File: src/rtl/ps2_move_sequencer_if.sv
// Bus between the PS/2 byte receiver and the game-side command consumer.
// master drives scan-code bytes in; slave (the sequencer) drives commands out.
interface ps2_move_sequencer_if;
  logic [7:0] received_data;
  logic       received_data_en;
  logic       move;
  logic [1:0] dir;
  logic       activate;
  logic [4:0] keys_held;
  logic       seq_error;

  modport master (
    output received_data, received_data_en,
    input  move, dir, activate, keys_held, seq_error
  );

  modport slave (
    input  received_data, received_data_en,
    output move, dir, activate, keys_held, seq_error
  );
endinterface

File: src/rtl/ps2_move_sequencer.sv
// PS/2 scan-code decoder that emits rate-limited move pulses, a held dir
// code, activate pulses and a held-key mask. Handles E0/F0 prefixes, the
// E1 Pause sequence, typematic repeat suppression and prefix timeouts.
module ps2_move_sequencer #(
  parameter int          HOLDOFF_CYCLES = 2_500_000,
  parameter int          TIMEOUT_CYCLES = 1_000_000,
  parameter logic [7:0]  ACT_CODE       = 8'h29
) (
  input logic                  clock,
  input logic                  reset,
  ps2_move_sequencer_if.slave  bus
);

  localparam int HW = $clog2(HOLDOFF_CYCLES + 1);
  localparam int TW = $clog2(TIMEOUT_CYCLES + 1);
  localparam logic [HW-1:0] HOLD_LOAD = HW'(HOLDOFF_CYCLES - 1);
  localparam logic [TW-1:0] TO_LAST   = TW'(TIMEOUT_CYCLES - 1);

  typedef enum logic [2:0] {IDLE, EXT, BRK, EXT_BRK, DISCARD} state_t;

  state_t        state_q, state_d;
  logic [2:0]    cnt_q, cnt_d;
  logic [TW-1:0] timer_q, timer_d;
  logic [HW-1:0] holdoff_q, holdoff_d;
  logic          pending_q, pending_d;
  logic [1:0]    pend_dir_q, pend_dir_d;
  logic          move_q, move_d;
  logic [1:0]    dir_q, dir_d;
  logic          activate_q, activate_d;
  logic [4:0]    keys_q, keys_d;
  logic          seq_error_q, seq_error_d;

  // decode-side move request for this cycle
  logic          req;
  logic [1:0]    req_dir;

  wire [7:0] b  = bus.received_data;
  wire       en = bus.received_data_en;

  function automatic logic is_arrow(input logic [7:0] c);
    return (c == 8'h75) || (c == 8'h6B) || (c == 8'h72) || (c == 8'h74);
  endfunction

  // dir code doubles as the keys_held bit index for the arrow
  function automatic logic [1:0] arrow_code(input logic [7:0] c);
    case (c)
      8'h6B:   return 2'd0;
      8'h72:   return 2'd1;
      8'h75:   return 2'd2;
      default: return 2'd3;
    endcase
  endfunction

  function automatic logic is_prefix(input logic [7:0] c);
    return (c == 8'hE0) || (c == 8'hF0) || (c == 8'hE1);
  endfunction

  // byte decode FSM, held-key tracking and prefix timeout
  always_comb begin
    state_d     = state_q;
    cnt_d       = cnt_q;
    keys_d      = keys_q;
    activate_d  = 1'b0;
    seq_error_d = 1'b0;
    req         = 1'b0;
    req_dir     = 2'd0;
    timer_d     = timer_q;

    case (state_q)
      IDLE: if (en) begin
        if (b == 8'hE0)      state_d = EXT;
        else if (b == 8'hF0) state_d = BRK;
        else if (b == 8'hE1) begin
          state_d = DISCARD;
          cnt_d   = 3'd7;
        end else if (b == ACT_CODE && !keys_q[4]) begin
          keys_d[4]  = 1'b1;
          activate_d = 1'b1;
        end
      end
      EXT: if (en) begin
        if (b == 8'hF0) state_d = EXT_BRK;
        else begin
          state_d = IDLE;
          if (is_arrow(b) && !keys_q[arrow_code(b)]) begin
            keys_d[arrow_code(b)] = 1'b1;
            req     = 1'b1;
            req_dir = arrow_code(b);
          end
        end
      end
      BRK: if (en) begin
        state_d = IDLE;
        if (b == ACT_CODE) keys_d[4] = 1'b0;
        if (is_prefix(b))  seq_error_d = 1'b1;
      end
      EXT_BRK: if (en) begin
        state_d = IDLE;
        if (is_arrow(b))  keys_d[arrow_code(b)] = 1'b0;
        if (is_prefix(b)) seq_error_d = 1'b1;
      end
      DISCARD: if (en) begin
        cnt_d = cnt_q - 3'd1;
        if (cnt_q == 3'd1) state_d = IDLE;
      end
      default: state_d = IDLE;
    endcase

    // timeout only advances on strobe-free cycles, so it never races the decode
    if (state_q == IDLE || en) timer_d = '0;
    else if (timer_q == TO_LAST) begin
      timer_d     = '0;
      state_d     = IDLE;
      seq_error_d = 1'b1;
    end else timer_d = timer_q + TW'(1);
  end

  // move scheduler: holdoff timer with a 1-deep pending slot; drain beats new request
  always_comb begin
    move_d     = 1'b0;
    dir_d      = dir_q;
    pending_d  = pending_q;
    pend_dir_d = pend_dir_q;
    holdoff_d  = (holdoff_q != '0) ? holdoff_q - HW'(1) : '0;

    if (holdoff_q == '0 && pending_q) begin
      move_d    = 1'b1;
      dir_d     = pend_dir_q;
      holdoff_d = HOLD_LOAD;
      pending_d = 1'b0;
      if (req) begin
        pending_d  = 1'b1;
        pend_dir_d = req_dir;
      end
    end else if (req) begin
      if (holdoff_q == '0) begin
        move_d    = 1'b1;
        dir_d     = req_dir;
        holdoff_d = HOLD_LOAD;
      end else begin
        pending_d  = 1'b1;
        pend_dir_d = req_dir;
      end
    end
  end

  // state registers
  always_ff @(posedge clock or posedge reset) begin
    if (reset) begin
      state_q     <= IDLE;
      cnt_q       <= '0;
      timer_q     <= '0;
      holdoff_q   <= '0;
      pending_q   <= 1'b0;
      pend_dir_q  <= '0;
      move_q      <= 1'b0;
      dir_q       <= '0;
      activate_q  <= 1'b0;
      keys_q      <= '0;
      seq_error_q <= 1'b0;
    end else begin
      state_q     <= state_d;
      cnt_q       <= cnt_d;
      timer_q     <= timer_d;
      holdoff_q   <= holdoff_d;
      pending_q   <= pending_d;
      pend_dir_q  <= pend_dir_d;
      move_q      <= move_d;
      dir_q       <= dir_d;
      activate_q  <= activate_d;
      keys_q      <= keys_d;
      seq_error_q <= seq_error_d;
    end
  end

  assign bus.move      = move_q;
  assign bus.dir       = dir_q;
  assign bus.activate  = activate_q;
  assign bus.keys_held = keys_q;
  assign bus.seq_error = seq_error_q;

endmodule

File: src/flat_wrapper.sv
// flat-port wrapper written by rule: the top's interface ports become plain ports
module ps2_move_sequencer_flat 
#(
  parameter int          HOLDOFF_CYCLES = 2_500_000,
  parameter int          TIMEOUT_CYCLES = 1_000_000,
  parameter logic [7:0]  ACT_CODE       = 8'h29
)
  (clock, reset, bus_received_data, bus_received_data_en, bus_move, bus_dir, bus_activate, bus_keys_held, bus_seq_error);
  ps2_move_sequencer_if bus_i ();
  input logic clock;
  input logic reset;
  input wire logic [$bits(bus_i.received_data)-1:0] bus_received_data;
  input wire logic [$bits(bus_i.received_data_en)-1:0] bus_received_data_en;
  output wire logic [$bits(bus_i.move)-1:0] bus_move;
  output wire logic [$bits(bus_i.dir)-1:0] bus_dir;
  output wire logic [$bits(bus_i.activate)-1:0] bus_activate;
  output wire logic [$bits(bus_i.keys_held)-1:0] bus_keys_held;
  output wire logic [$bits(bus_i.seq_error)-1:0] bus_seq_error;
  assign bus_i.received_data = bus_received_data;
  assign bus_i.received_data_en = bus_received_data_en;
  assign bus_move = bus_i.move;
  assign bus_dir = bus_i.dir;
  assign bus_activate = bus_i.activate;
  assign bus_keys_held = bus_i.keys_held;
  assign bus_seq_error = bus_i.seq_error;
  ps2_move_sequencer #(.HOLDOFF_CYCLES(HOLDOFF_CYCLES), .TIMEOUT_CYCLES(TIMEOUT_CYCLES), .ACT_CODE(ACT_CODE)) u_core (.clock(clock), .reset(reset), .bus(bus_i));
endmodule
File: config.mk
export PLATFORM = sky130hd
export DESIGN_NAME = ps2_move_sequencer_flat
export DESIGN_NICKNAME = d
export VERILOG_FILES = /design/src/rtl/ps2_move_sequencer_if.sv /design/src/rtl/ps2_move_sequencer.sv /design/src/flat_wrapper.sv
export SDC_FILE = /design/constraint.sdc
export NUM_CORES = 1
export LEC_CHECK = 0
export CAP_MARGIN = 5
export CORE_UTILIZATION = 33
export CTS_BUF_LIST = sky130_fd_sc_hd__clkbuf_8
export DETAILED_ROUTE_END_ITERATION = 12
export HOLD_SLACK_MARGIN = 0.1
export PLACE_DENSITY = 0.48
export SETUP_SLACK_MARGIN = 0.02
export SLEW_MARGIN = 40
export SYNTH_ARGS = -nofsm -noshare
export SYNTH_HDL_FRONTEND = slang
export SYNTH_SLANG_ARGS = --single-unit
File: constraint.sdc
create_clock -name clock -period 2.9 [get_ports clock]
set_input_delay 0.58 -clock clock [delete_from_list [all_inputs] [get_ports clock]]
set_output_delay 0.58 -clock clock [all_outputs]
set_load 0.03 [all_outputs]
; After elaboration in Yosys (flattened, before gate mapping)
; Index checks and enable logic that the tools add are counted.
[op_classes]
n_eq_ne = 29
div = 0
shifts = 0
bitwise = 3
muxes = 88
multipliers = 0
reduce_logical = 28
n_addsub = 3
magnitude_cmp = 5
[op_table]
columns = cell, n
row1 = $mux W22, 4
row2 = $mux W3, 15
row3 = $mux W2, 22
row4 = $mux W20, 2
row5 = $eq A8 B7 Y1 const B, 4
row6 = $mux W1, 32
row7 = $mux W5, 5
row8 = $eq A8 B8 Y1 const B, 3
row9 = $logic_not A22 Y1, 1
row10 = $reduce_bool A22 Y1, 1
row11 = $sub A22 B1 Y22 const B, 1
row12 = $add A20 B1 Y20 const B, 1
row13 = $eq A20 B20 Y1 const B, 1
row14 = $ne A2 B2 Y1 const B, 10
row15 = $reduce_and A13 Y1, 1
row16 = $lt A2 B4 Y1 const B, 3
row17 = $pmux W3 S4, 1
row18 = $reduce_and A6 Y1, 2
row19 = $ne A2 B1 Y1 const B, 5
row20 = $eq A8 B6 Y1 const B, 1
row21 = $pmux W4 S2, 1
row22 = $reduce_bool A2 Y1, 4
row23 = $eq A3 B1 Y1 const B, 2
row24 = $eq A3 B2 Y1 const B, 2
row25 = other kinds (18), 32
[word_totals]
mem_count = 0
inputBits = 11
latchBits = 0
ramBits = 0
mem_bits_ro = 0
output_inout_bits = 10
register_bits = 61

; Depth between registers and ports, before layout
; Gate-level depths: netlist of the first run.
[depth]
ltp_word = 22
depth_mapped = 8
mapped_depth_nobuf = 6

; Least setup slack after synthesis of the first run
; Ideal clock, no wire load.
[synth_path]
path_type = flip-flop to flip-flop
start = reg u_core.holdoff_q[11]
end = reg u_core.holdoff_q[13]
stages_incl_launch_ff = 9
arrival_ns = 2.666
path_slack_ns = 0.099
required_time_ns = 2.765
cell_sequence = dfrtp_1 > or4_4 > or4b_4 > buf_6 > or4_4 > buf_6 > a311oi_2 > buf_6 > a21oi_1
[synth_between]
elab_chain_len = 5
elab_cells_between_ends = 8
cone_classes = 1 x add/sub / 4 x mux / 3 x reduce/logical
[synth_rtl]
columns = item, line_no
row1 = "start, declared", ps2_move_sequencer.sv:24  ; logic [HW-1:0] holdoff_q, holdoff_d;
row2 = "start signal, assigned", ps2_move_sequencer.sv:165  ; holdoff_q <= holdoff_d;
row3 = $sub A22 B1 Y22 / $reduce_bool A22 Y1 (equally long branches), ps2_move_sequencer.sv:124  ; holdoff_d = (holdoff_q != '0) ? holdoff_q - HW'(1) : '0;
row4 = $mux W22, ps2_move_sequencer.sv:124
row5 = $mux W22, ps2_move_sequencer.sv:136  ; if (holdoff_q == '0) begin
row6 = $mux W22, ps2_move_sequencer.sv:135  ; end else if (req) begin
row7 = $mux W22 (*), ps2_move_sequencer.sv:126  ; if (holdoff_q == '0 && pending_q) begin
row8 = named net u_core.holdoff_d[13], ps2_move_sequencer.sv:24
; The timed path passes the listed nets; every way through them passes the cells marked *.
; A chain may end at the register's enable or synchronous reset.

; Final worst setup path of the first run
[layout_path]
start = reg u_core.holdoff_q[11]
end = reg u_core.holdoff_q[21]
; The elaborated chain is that of the path after synthesis.

==> flow_metrics.tcl, run 1 <==
set metrics [dict create \
    io_pins 21 \
    wirelength_um 7120 \
    period_minus_slack_ns 2.71 \
    p_seq_share_pct 46.0 \
    nets 399 \
    finalHoldViolCount 0 \
    dpl.hpwl_um 4870 \
    synth_area_leader_cell "dfrtp_1" \
    synth_ff_type "dfrtp_1" \
    whs_ns 0.455 \
    synth_top_family_by_area "simple AND/OR/NAND/NOR gates" \
    clk_latency_ns 0.34 \
    synthMostInstantiatedCell "dfrtp_1" \
    hold_depth 1 \
    synthSimpleGateAreaFrac_pct 25.2 \
    hold_buffers 0 \
    drive_gt1_share_pct 11.6 \
    post_synth_instance_area_um2 3340 \
    io_buffers 20 \
    grt_start_max_net_pins 62 \
    drt-pass1-iter-count 4 \
    num-fill-cells 1018 \
    tightestPinTransition_ns 0.471 \
    cts_buffers 9 \
    combPwrFrac_pct 21.0 \
    slew_violations 0 \
    synth_edf_count 0 \
    cts_root_buffer "clkbuf_8" \
    crit_type "flop to flop" \
    power_density_nw_per_um2 656 \
    die_h_um 103 \
    rsz0062_at_grt "false" \
    rows 36 \
    gr-total-overflow 0 \
    htreeDepth 3 \
    max_freq_mhz 369 \
    vias_per_cell 4.98 \
    yosysSeqAreaShare_pct 45.8 \
    hold_start "u_core.timer_q[0]" \
    avgRoutedWirePerCell_um 13.7 \
    synthMuxAreaShare_pct 2.18 \
    syn-num-nets 368 \
    pwr-share-clk_pct 33.0 \
    cts_buffer_depth 2 \
    max-cap-violations 0 \
    clk_pin_slew_ns 0.07 \
    drc 0 \
    cts_tree "built" \
    cts.sink_count 61 \
    cp.arrival_ns 2.91 \
    synth_cells 352 \
    ys_warn_count 0 \
    synth_top_area_share_pct 45.8 \
    holdPathEnd "u_core.timer_q[0]" \
    cp-start-kind "flop" \
    hold_path.class "flop to flop" \
    initial_core_util_pct 34.1 \
    setup_tns_ns 0 \
    netlist-cell-type-count 58 \
    synth-adder-area-share_pct 2.18 \
    clock_skew_ns 0.00952 \
    syn_avg_cell_area_um2 9.48 \
    regToRegSetupSlack_ns 0.19 \
    placed_area_um2 3750 \
    synthXorXnorAreaFrac_pct 8.93 \
    synth_common_cells "61 x dfrtp_1, 44 x nor2_1, 23 x xnor2_1, 21 x a21oi_1" \
    r2r_cells 6 \
    critical_path.endpoint_type "flop" \
    leakage_nw 1.56 \
    synth_compound_area_share_pct 11.3 \
    final_antenna_net_count 0 \
    relSlewSlack_pct 68.6 \
    reg2reg_to "u_core.holdoff_q[21]" \
    gp_congestion 0.765 \
    drt_iter0_drc 64 \
    track_usage_pct 15.4 \
    die_area_um2 10500 \
    ys_seq_elements 61 \
    antenna_found_initial 0 \
    swShare_pct 30.7 \
    rr_startpoint "u_core.holdoff_q[11]" \
    stdcell_area_um2 3980 \
    p_sw_mw 0.800 \
    worst_slack_ns 0.191 \
    postCtsSetupBuffers 0 \
    status "finished, final reports clean" \
    dp_slack_ns 0.177 \
    ctsResizeCount 0 \
    cp.required_ns 3.11 \
    crit_fanout 12 \
    grt_pass1_vias 2666 \
    peakVddDrop_v 0.000305 \
    ys_top_cells_by_area "dfrtp_1 46%, xnor2_1 6.0%, nor2_1 5.0%" \
    critPathLaunch "u_core.holdoff_q[11]" \
    p_int_mw 1.81 \
    area_growth_pct 19.2 \
    route.vias.total 2592 \
    grt_pass1_wl_um 12500 \
    period_share_pct 93.4 \
    die_w_um 103 \
    coreArea_um2 9770 \
    n_antenna_cell 0 \
    power_mw 2.61 \
    async_reset_ff_share_pct 100 \
    setup_viol 0 \
]
==> registers in the layout, summed over array words and instances (netlist names), named ones only <==
signal,cells
u_core.state_q,3
u_core.bus.seq_error,1
u_core.bus.move,1
u_core.pend_dir_q,2
u_core.timer_q,20
u_core.cnt_q,3
u_core.bus.keys_held,1
u_core.bus.dir,2
u_core.bus.activate,1
u_core.pending_q,1
u_core.holdoff_q,22
==> worst max-delay path: stages (launching register included) <==
cell      delay [ns]
dfrtp_1         0.41
or4_4           0.57
or4b_4          0.59
or4_4           0.45
a311oi_2        0.25
buf_4           0.24
a211oi_1        0.07
==> final cells by class <==
cell class	count	area, µm²	share of cell area [%]
clock buffers	10	138	3.46
clock inverters	6	86.3	2.17
inverters	18	67.6	1.70
multi-input cells	257	1660	41.7
flip-flops and latches	61	1530	38.4
well taps	133	166	4.19
repair buffers	36	333	8.37
==> power groups by stage <==
stage | logic (mW) | registers [mW] | clock network, mW
after global routing | 0.634 | 1.23 | 0.920
after CTS | 0.555 | 1.20 | 0.886
final | 0.547 | 1.20 | 0.859
after detailed placement | 0.551 | 1.22 | 0
after global placement | 0.541 | 1.21 | 0
after floorplan | 0.446 | 1.17 | 0
==> per-stage QoR <==
stage / util, % / cells
6_report: 40.7 / 521
5_1_grt: 40.7 / 521
4_1_cts: 40.7 / 521
3_5_place_dp: 38.4 / 505
3_3_place_gp: 38.4 / 505
2_1_floorplan: - / 352
==> per-layer routing <==
layer / global-route usage, % / up-vias / wire, µm
met1: 20.9 / 1257 / 3670
met3: 3.05 / 5 / 123
li1: - / 1315 / -
met2: 24.6 / 15 / 3280
met5: 0 / - / 0
met4: 4.95 / 0 / 52
==> logic make-up (layout without fill, tap and decap cells) <==
| logic type | Yosys count | after routing |
|---|---|---|
| AND/OR/NAND/NOR | 154 | 154 |
| AO/OA/AOI/OAI | 56 | 56 |
| adder cells (fa/ha/maj) | 6 | 6 |
| XOR/XNOR | 34 | 34 |
| flip-flops | 61 | 61 |
| buffers and inverters | 34 | 70 |
| multiplexers | 7 | 7 |
==> worst max-delay path by stage <==
stage                     slack (ns)  cells after the start              endpoint
final                           0.19                      6  u_core.holdoff_q[21]
after global routing            0.11                      6  u_core.holdoff_q[21]
after CTS                       0.18                      6  u_core.holdoff_q[21]
after detailed placement        0.18                      6      u_core.pending_q
after global placement          0.19                      6      u_core.pending_q
after floorplan                  0.1                      8  u_core.holdoff_q[13]
==> placed cells by master, fill, tap and decap left out, drive strengths merged, types with 4 or more instances in the layout <==
cell,instances
nor2,44
buf,16
mux2i,5
a21oi,21
nor2b,4
nand2,18
nor4,12
o211ai,4
nand4,8
inv,18
nand3,10
nor3,17
or4,6
clkbuf,10
xnor2,23
xor2,11
o21ai,8
ha,5
or3,6
dfrtp,61
clkdlybuf4s50,20
nand2b,5
(Power assumes the default switching activity.)
==> run 2: changes to the inputs <==
--- a/config.mk
+++ b/config.mk
@@ -5,11 +5,12 @@
 export SDC_FILE = /design/constraint.sdc
 export NUM_CORES = 1
 export LEC_CHECK = 0
-export CAP_MARGIN = 5
+export CAP_MARGIN = 20
 export CORE_UTILIZATION = 33
 export CTS_BUF_LIST = sky130_fd_sc_hd__clkbuf_8
 export DETAILED_ROUTE_END_ITERATION = 12
 export HOLD_SLACK_MARGIN = 0.1
+export MAX_ROUTING_LAYER = met4
 export PLACE_DENSITY = 0.48
 export SETUP_SLACK_MARGIN = 0.02
 export SLEW_MARGIN = 40
==> run 2 against run 1 <==
Effect of this change:
- largest power group unchanged
- hold slack hardly changed
- register-to-register slack hardly changed
- non-clock buffer count stayed put
- clock-buffer cell count stayed put
- maximum frequency hardly changed
- clock power hardly changed
- cell count stayed put
- die area stayed put
- sequential power hardly changed
==> flow_metrics.tcl, run 2 (synthesis results as in run 1) <==
set metrics [dict create \
    rows 36 \
    gp_congestion 0.775 \
    clk_latency_ns 0.34 \
    post-route-util_pct 40.7 \
    period_minus_slack_ns 2.71 \
    wirelength_um 7100 \
    clock_skew_ns 0.0110 \
    power_density_nw_per_um2 656 \
    setup_tns_ns 0 \
    route.vias.total 2596 \
    hold_path.class "flop to flop" \
    peakVddDrop_v 0.000305 \
    die_area_um2 10500 \
    drc 0 \
    drive_gt1_share_pct 11.6 \
    drt-pass1-iter-count 4 \
    cts_root_buffer "clkbuf_8" \
    rr_startpoint "u_core.holdoff_q[11]" \
    setup_viol 0 \
    reg2reg_to "u_core.holdoff_q[21]" \
    leakage_nw 1.56 \
    grt_pass1_vias 2664 \
    final_common_cell "dfrtp_1" \
    area_growth_pct 19.2 \
    stdcell_area_um2 3980 \
    ctsResizeCount 0 \
    antenna_found_initial 0 \
    critical_path.endpoint_type "flop" \
    drt_iter0_drc 71 \
    io_pins 21 \
    postCtsSetupBuffers 0 \
    clk_pin_slew_ns 0.07 \
    slew_violations 0 \
    regToRegSetupSlack_ns 0.19 \
    htreeDepth 3 \
    dpl.hpwl_um 4870 \
    cp.arrival_ns 2.91 \
    regMostFlops "u_core.holdoff_q" \
    n_antenna_cell 0 \
    io_buffers 20 \
    placed_area_um2 3750 \
    cts_buffer_depth 2 \
    grt_pass1_wl_um 12600 \
    top_regs "u_core.holdoff_q: 22 flops, u_core.timer_q: 20 flops" \
    tightestPinTransition_ns 0.447 \
    largest_reg_flops 22 \
    cts_buffers 9 \
    max-cap-violations 0 \
    crit_fanout 12 \
    finalHoldViolCount 0 \
    final_cell_mix "61 x dfrtp_1, 44 x nor2_1, 23 x xnor2_1" \
    cts.sink_count 61 \
    initial_core_util_pct 34.1 \
    grt_start_max_net_pins 62 \
    avgRoutedWirePerCell_um 13.6 \
    final_antenna_net_count 0 \
    cts_tree "built" \
    nets 399 \
    cp-start-kind "flop" \
    num-fill-cells 1018 \
    coreArea_um2 9770 \
    dp.cells 505 \
    critPathLaunch "u_core.holdoff_q[11]" \
    cp.required_ns 3.11 \
    relSlewSlack_pct 70.0 \
    gr-total-overflow 0 \
    die_h_um 103 \
    die_w_um 103 \
    vias_per_cell 4.98 \
    stdcell_count 521 \
    status "finished, final reports clean" \
    endpoint "u_core.holdoff_q[21]" \
    max_freq_mhz 369 \
    track_usage_pct 15.8 \
    period_share_pct 93.3 \
    power_mw 2.61 \
    crit_type "flop to flop" \
    r2r_cells 6 \
    rsz0062_at_grt "false" \
    hold_buffers 0 \
]
run 2: cell counts in the layout (fill, tap and decap cells not counted):
Identical to the previous run, type by type.
run 2: metrics by stage:
stage / hold WS [ns] / setup WS (ns)
finish: 0.455 / 0.193
global route: 0.488 / 0.112
CTS: 0.458 / 0.185
detailed placement: 0.448 / 0.177
global placement: 0.440 / 0.185
floorplan: 0.424 / 0.0990
run 2: worst min path at each step:
| stage | from | to | cells past startpoint |
|---|---|---|---|
| after floorplan | u_core.timer_q[0] | u_core.timer_q[0] | 1 |
| after global placement | u_core.timer_q[0] | u_core.timer_q[0] | 1 |
| after detailed placement | u_core.timer_q[0] | u_core.timer_q[0] | 1 |
| after CTS | u_core.timer_q[0] | u_core.timer_q[0] | 1 |
| after global routing | u_core.timer_q[0] | u_core.timer_q[0] | 1 |
| final | u_core.timer_q[0] | u_core.timer_q[0] | 1 |
run 2: layout make-up:
type | count | area [µm²] | area share (%)
clock buffers | 10 | 138 | 3.46
repair buffers | 36 | 333 | 8.37
well taps | 133 | 166 | 4.19
multi-input cells | 257 | 1660 | 41.7
clock inverters | 6 | 86.3 | 2.17
inverters | 18 | 67.6 | 1.70
flip-flops and latches | 61 | 1530 | 38.4
run 2: per-layer routing:
layer	vias up	GRT usage, %	wire [µm]
met5	-	-	0
met4	0	4.95	50
met3	4	3.05	184
met2	27	24.6	3290
met1	1249	20.8	3580
li1	1316	-	-
run 2: where the power goes:
group          total [mW]  switching (mW)  internal, mW
registers            1.20           0.172          1.03
logic               0.548           0.274         0.274
clock network       0.861           0.355         0.506
run 2: critical path, cell delays in order, from the launching register on:
cell      delay, ns
dfrtp_1        0.41
or4_4          0.57
or4b_4         0.59
or4_4          0.45
a311oi_2       0.25
buf_4          0.24
a211oi_1       0.07
==> RTL edit 1 (settings of run 1) <==
Encoding of `state_t`: now Gray code (3 bits for 5 states).
--- a/src/rtl/ps2_move_sequencer.sv
+++ b/src/rtl/ps2_move_sequencer.sv
@@ -17,5 +17,5 @@
   localparam logic [TW-1:0] TO_LAST   = TW'(TIMEOUT_CYCLES - 1);
 
-  typedef enum logic [2:0] {IDLE, EXT, BRK, EXT_BRK, DISCARD} state_t;
+  typedef enum logic [2:0] {IDLE = 3'b000, EXT = 3'b001, BRK = 3'b011, EXT_BRK = 3'b010, DISCARD = 3'b110} state_t;
 
   state_t        state_q, state_d;
Check against the original RTL: same outputs for any inputs over 4 cycles, from zero or initial values and one cycle with reset high; so few cycles prove little.
==> RTL edit 1 against run 1 <==
Wire length grew 0.88%; first-iteration DRC count grew 16%; sequential cell count is the same; final area shrank 1.3%; setup slack gained 260 ps; area after synthesis shrank 0.75%; critical path type is now primary input to flip-flop; critical endpoint is now u_core.holdoff_q[0]; largest cell class unchanged.
Power is not compared: it rests on default switching activity, and its combinational part moved more than twofold at a synthesized area within 25%.
==> RTL edit 1: results (changes against run 1) <==
- Post-synthesis xor/xnor area fraction: 0.0873 (-0.00197)
- Worst Path Arrival: 2700 ps (-210 ps)
- Outcome: completed
- Fill cells: 998 (-2.0%)
- Non-CTS buffers: 34 (-5.6%)
- Clk_buf instances: 9 (-1)
- Final Cell Area: 3930 sq um (-1.3%)
- Nets: 388 (-2.8%)
- Vias in the first global route: 2525 (-5.3%)
- R2R Path Start: u_core.holdoff_q[15]
- Layout Area Growth over Synthesis: 18.6%
- Worst Min Path Start: u_core.bus.keys_held[4]
- Final Skew: 9.94 ps (+0.425 ps)
- Sequential cell area share: 0.389 (+0.00489)
- Placed insts: 494 (-2.2%)
- Dpl ws: 117 ps (-60.1 ps)
- Clk tree area frac: 0.0545 (-0.00183)
- Post-synthesis compound-gate area fraction: 0.110 (-0.00255)
- Inverters excl. clock: 10 (-8)
- Dominant cells by area after synthesis: dfrtp_1 (46%), xor2_1 (5.6%), nor2_1 (5.1%), a21oi_1 (3.9%), xnor2_1 (3.2%)
- Multi-input logic area: 1670 sq um (+0.91%)
- Synth top cells by count: dfrtp_1 (61), nor2_1 (45), a21oi_1 (26)
- DRT iter0 DRCs: 74 (+16%)
- GP Congestion: 0.807 (+5.5%)
- Crit-path max FO: 11 (-1)
- First-pass GRT wire length: 12400 um (-1.2%)
- Largest net degree at the start of global routing: 37 (-40%)
- Worst Setup SP: bus_received_data[0]
- Post-Synthesis Cells: 341 (-3.1%)
- Multi-input comb cells: 256 (-0.39%)
- Netlist cell types: 51 (-12%)
- Via density per instance: 5.07 (+1.9%)
- Fin cells: 510 (-2.1%)
- Hpwl dp: 5020 um (+3.1%)
- Gr usage total: 0.155 (+0.00149)
- Placed cell areas: 3710 sq um (-1.1%)
- Syn nets: 357 (-3.0%)
- Wirelength per Cell: 14.1 um (+3.1%)
==> RTL edit 1: cell count changes after synthesis, moves of 4 or more <==
cell / run 1 / this run
a21oi_1: 21 / 26
inv_1: 18 / 10
mux2i_1: 5 / 0
nand3_1: 10 / 16
nor4_1: 12 / 8
o21ai_0: 8 / 12
xnor2_1: 23 / 12
xor2_1: 11 / 21
==> RTL edit 1: metal layers <==
layer | global-route usage | wire length (um) | vias to the layer above
met4 | 0.0516 | 65 | 0
met1 | 0.220 | 3690 | 1266
met5 | 0 | 0 | -
li1 | - | - | 1286
met3 | 0.0397 | 166 | 6
met2 | 0.230 | 3270 | 28
==> RTL edit 1: power by group through the flow <==
stage               combinational [mW]  sequential [mW]  clock, mW
floorplan                       0.0467            0.882          0
global placement                0.0911            0.880          0
detailed placement              0.0925            0.881          0
CTS                             0.0929            0.864      0.863
global route                     0.102            0.865      0.902
finish                          0.0912            0.865      0.833
==> RTL edit 1: logic make-up after synthesis <==
group	Yosys count
XOR/XNOR	33
AO/OA/AOI/OAI	58
buffers and inverters	24
AND/OR/NAND/NOR	156
adder cells (fa/ha/maj)	6
multiplexers	3
flip-flops	61
==> RTL edit 1: path summary, 6_finish.rpt <==
check / slack [ps] / depth (start not counted) / to
max in group asynchronous: 1780 / 3 / u_core.holdoff_q[18]
worst min-delay path: 500 / 1 / u_core.bus.activate
worst max-delay path: 450 / 8 / u_core.holdoff_q[0]
worst max register to register: 690 / 7 / u_core.holdoff_q[0]
worst min register to register: 500 / 1 / u_core.bus.activate
min in group asynchronous: 620 / 2 / u_core.cnt_q[0]
==> RTL edit 1: worst max-delay path: stages <==
cell and delay (ps):
clkdlybuf4s50_1 520, or3b_1 460, a211o_1 320, a211oi_2 240, buf_4 220, nor3_2 60
buf_4 180, a21oi_1 120
==> RTL edit 2 (config.mk and constraints of run 1) <==
Made on the original files. `TIMEOUT_CYCLES` is set to 1_000_000 in 2 places; all go to 2_000_000.
--- a/src/rtl/ps2_move_sequencer.sv
+++ b/src/rtl/ps2_move_sequencer.sv
@@ -4,5 +4,5 @@
 module ps2_move_sequencer #(
   parameter int          HOLDOFF_CYCLES = 2_500_000,
-  parameter int          TIMEOUT_CYCLES = 1_000_000,
+  parameter int          TIMEOUT_CYCLES = 2_000_000,
   parameter logic [7:0]  ACT_CODE       = 8'h29
 ) (
--- a/src/flat_wrapper.sv
+++ b/src/flat_wrapper.sv
@@ -3,5 +3,5 @@
 #(
   parameter int          HOLDOFF_CYCLES = 2_500_000,
-  parameter int          TIMEOUT_CYCLES = 1_000_000,
+  parameter int          TIMEOUT_CYCLES = 2_000_000,
   parameter logic [7:0]  ACT_CODE       = 8'h29
 )
Formal check against the unedited RTL: no difference found for any inputs over 4 cycles, from zero or initial values and one cycle with reset high; that may be too few to reach the edited logic, so the function may still have changed.
==> RTL edit 2 against run 1 <==
Sequential cell count increased by 1; setup slack improved by 90 ps; area after synthesis decreased by 0.19%; sequential share of layout area increased by 0.37 points; final area increased by 0.66%; cell count increased by 0.77%; power decreased by 9.2%; core utilization increased by 0.27 points; hold slack got worse by 2.0 ps; critical path depth increased by 1; count of clock-buffer cells in the layout unchanged; wire length decreased by 2.5%; first-iteration DRC count increased by 58%; critical path type is now primary input to flip-flop.
==> RTL edit 2: results (changes against run 1) <==
- Syn Area/Cell: 9.62 sq um (+1.5%)
- First-pass GRT wire length: 12100 um (-3.2%)
- Dominant cells by area after synthesis: dfrtp_1 (47%), nor2_1 (6.5%), xnor2_1 (5.5%), xor2_1 (3.7%), a21oi_1 (3.6%)
- Worst Path Arrival: 2830 ps (-80 ps)
- Via density per instance: 4.91 (-1.3%)
- Met2 Use GR: 0.244 (-0.00154)
- Placed cell areas: 3850 sq um (+2.5%)
- Worst Setup SP: bus_received_data[2]
- Non-clk buf share: 0.0994 (+0.0157)
- Wirelength per Cell: 13.2 um (-3.2%)
- Largest net degree at the start of global routing: 63 (+1.6%)
- Largest regs: u_core.holdoff_q (22), u_core.timer_q (21)
- Net Sw Frac: 0.321 (+0.0140)
- Global Route met1 Usage: 0.192 (-0.0171)
- Clock power share: 0.268 (-0.062)
- GP Congestion: 0.823 (+7.7%)
- Pleak: 1.62 nW (+3.6%)
- Dpl ws: -35.0 ps (-212 ps)
- Netlist cell types: 54 (-6.9%)
- Min cycle time layout: 2620 ps (-90.2 ps)
- Outcome: completed
- WHS: 453 ps (-1.96 ps)
- Hpwl dp: 4860 um (-0.16%)
- R2R Path Start: u_core.holdoff_q[10]
- Non-CTS buffers: 43 (+19%)
- Crit-path max FO: 7 (-5)
- Clk tree area frac: 0.0388 (-0.0176)
- Sequential cell area share: 0.388 (+0.00373)
- Nets: 405 (+1.5%)
- Vias in the first global route: 2588 (-2.9%)
- Met1 WL: 3360 um (-8.4%)
- Layout cells sized above 1: 0.153 (+0.0371)
- Critical Path Max Stage Delay: 530 ps (-60 ps)
- Longest Clk Path Bufs: 2 (unchanged)
- Max-Slew Margin vs Limit: 0.521 (-0.165)
- Fill cells: 992 (-2.6%)
- Slowest cell on crit path: clkdlybuf4s50_1
- Met3 WL: 206 um (+67%)
- Max IR drop VDD: 0.267 mV (-13%)
- WL final: 6950 um (-2.5%)
- Internal power: 1.61 mW (-11%)
- Synth top cells by count: dfrtp_1 (62), nor2_1 (58), a21oi_1 (24)
- Multi-input comb cells: 260 (+1.2%)
- Setup slack, reg-to-reg: 590 ps (+400 ps)
- DRT iter0 DRCs: 101 (+58%)
- Sequential cell area: 1550 sq um (+1.6%)
- Final Skew: 9.90 ps (+0.381 ps)
- Multi-input logic area: 1680 sq um (+1.4%)
- Register area share after synthesis: 0.466 (+0.00838)
- Placed insts: 511 (+1.2%)
- Met2 WL post-DR: 3280 um (+0.12%)
RTL edit 2: cell count changes after synthesis, sizes merged, moves of 4 or more:
cell / change
nor2: +14
nand3: +8
mux2i: -4
inv: -5
clkbuf: -4
nand2b: -5
nor3: -5
mux2: +5
RTL edit 2: logic make-up (layout without fill, tap and decap cells):
group | count (synthesis) | count (layout) | share of synthesized area
AND/OR/NAND/NOR | 164 | 164 | 0.276
flip-flops | 62 | 62 | 0.466
AO/OA/AOI/OAI | 47 | 47 | 0.0891
XOR/XNOR | 35 | 35 | 0.0921
buffers and inverters | 24 | 70 | 0.0286
multiplexers | 8 | 8 | 0.0267
adder cells (fa/ha/maj) | 6 | 6 | 0.0218
RTL edit 2: path summary, 6_finish.rpt:
kind / cells past startpoint / endpoint
max: 7 / flip-flop
min: 1 / u_core.timer_q[0]
max reg2reg: 5 / u_core.pend_dir_q[1]
min reg2reg: 1 / u_core.timer_q[0]
max in group asynchronous: 3 / u_core.holdoff_q[20]
min in group asynchronous: 3 / u_core.timer_q[12]
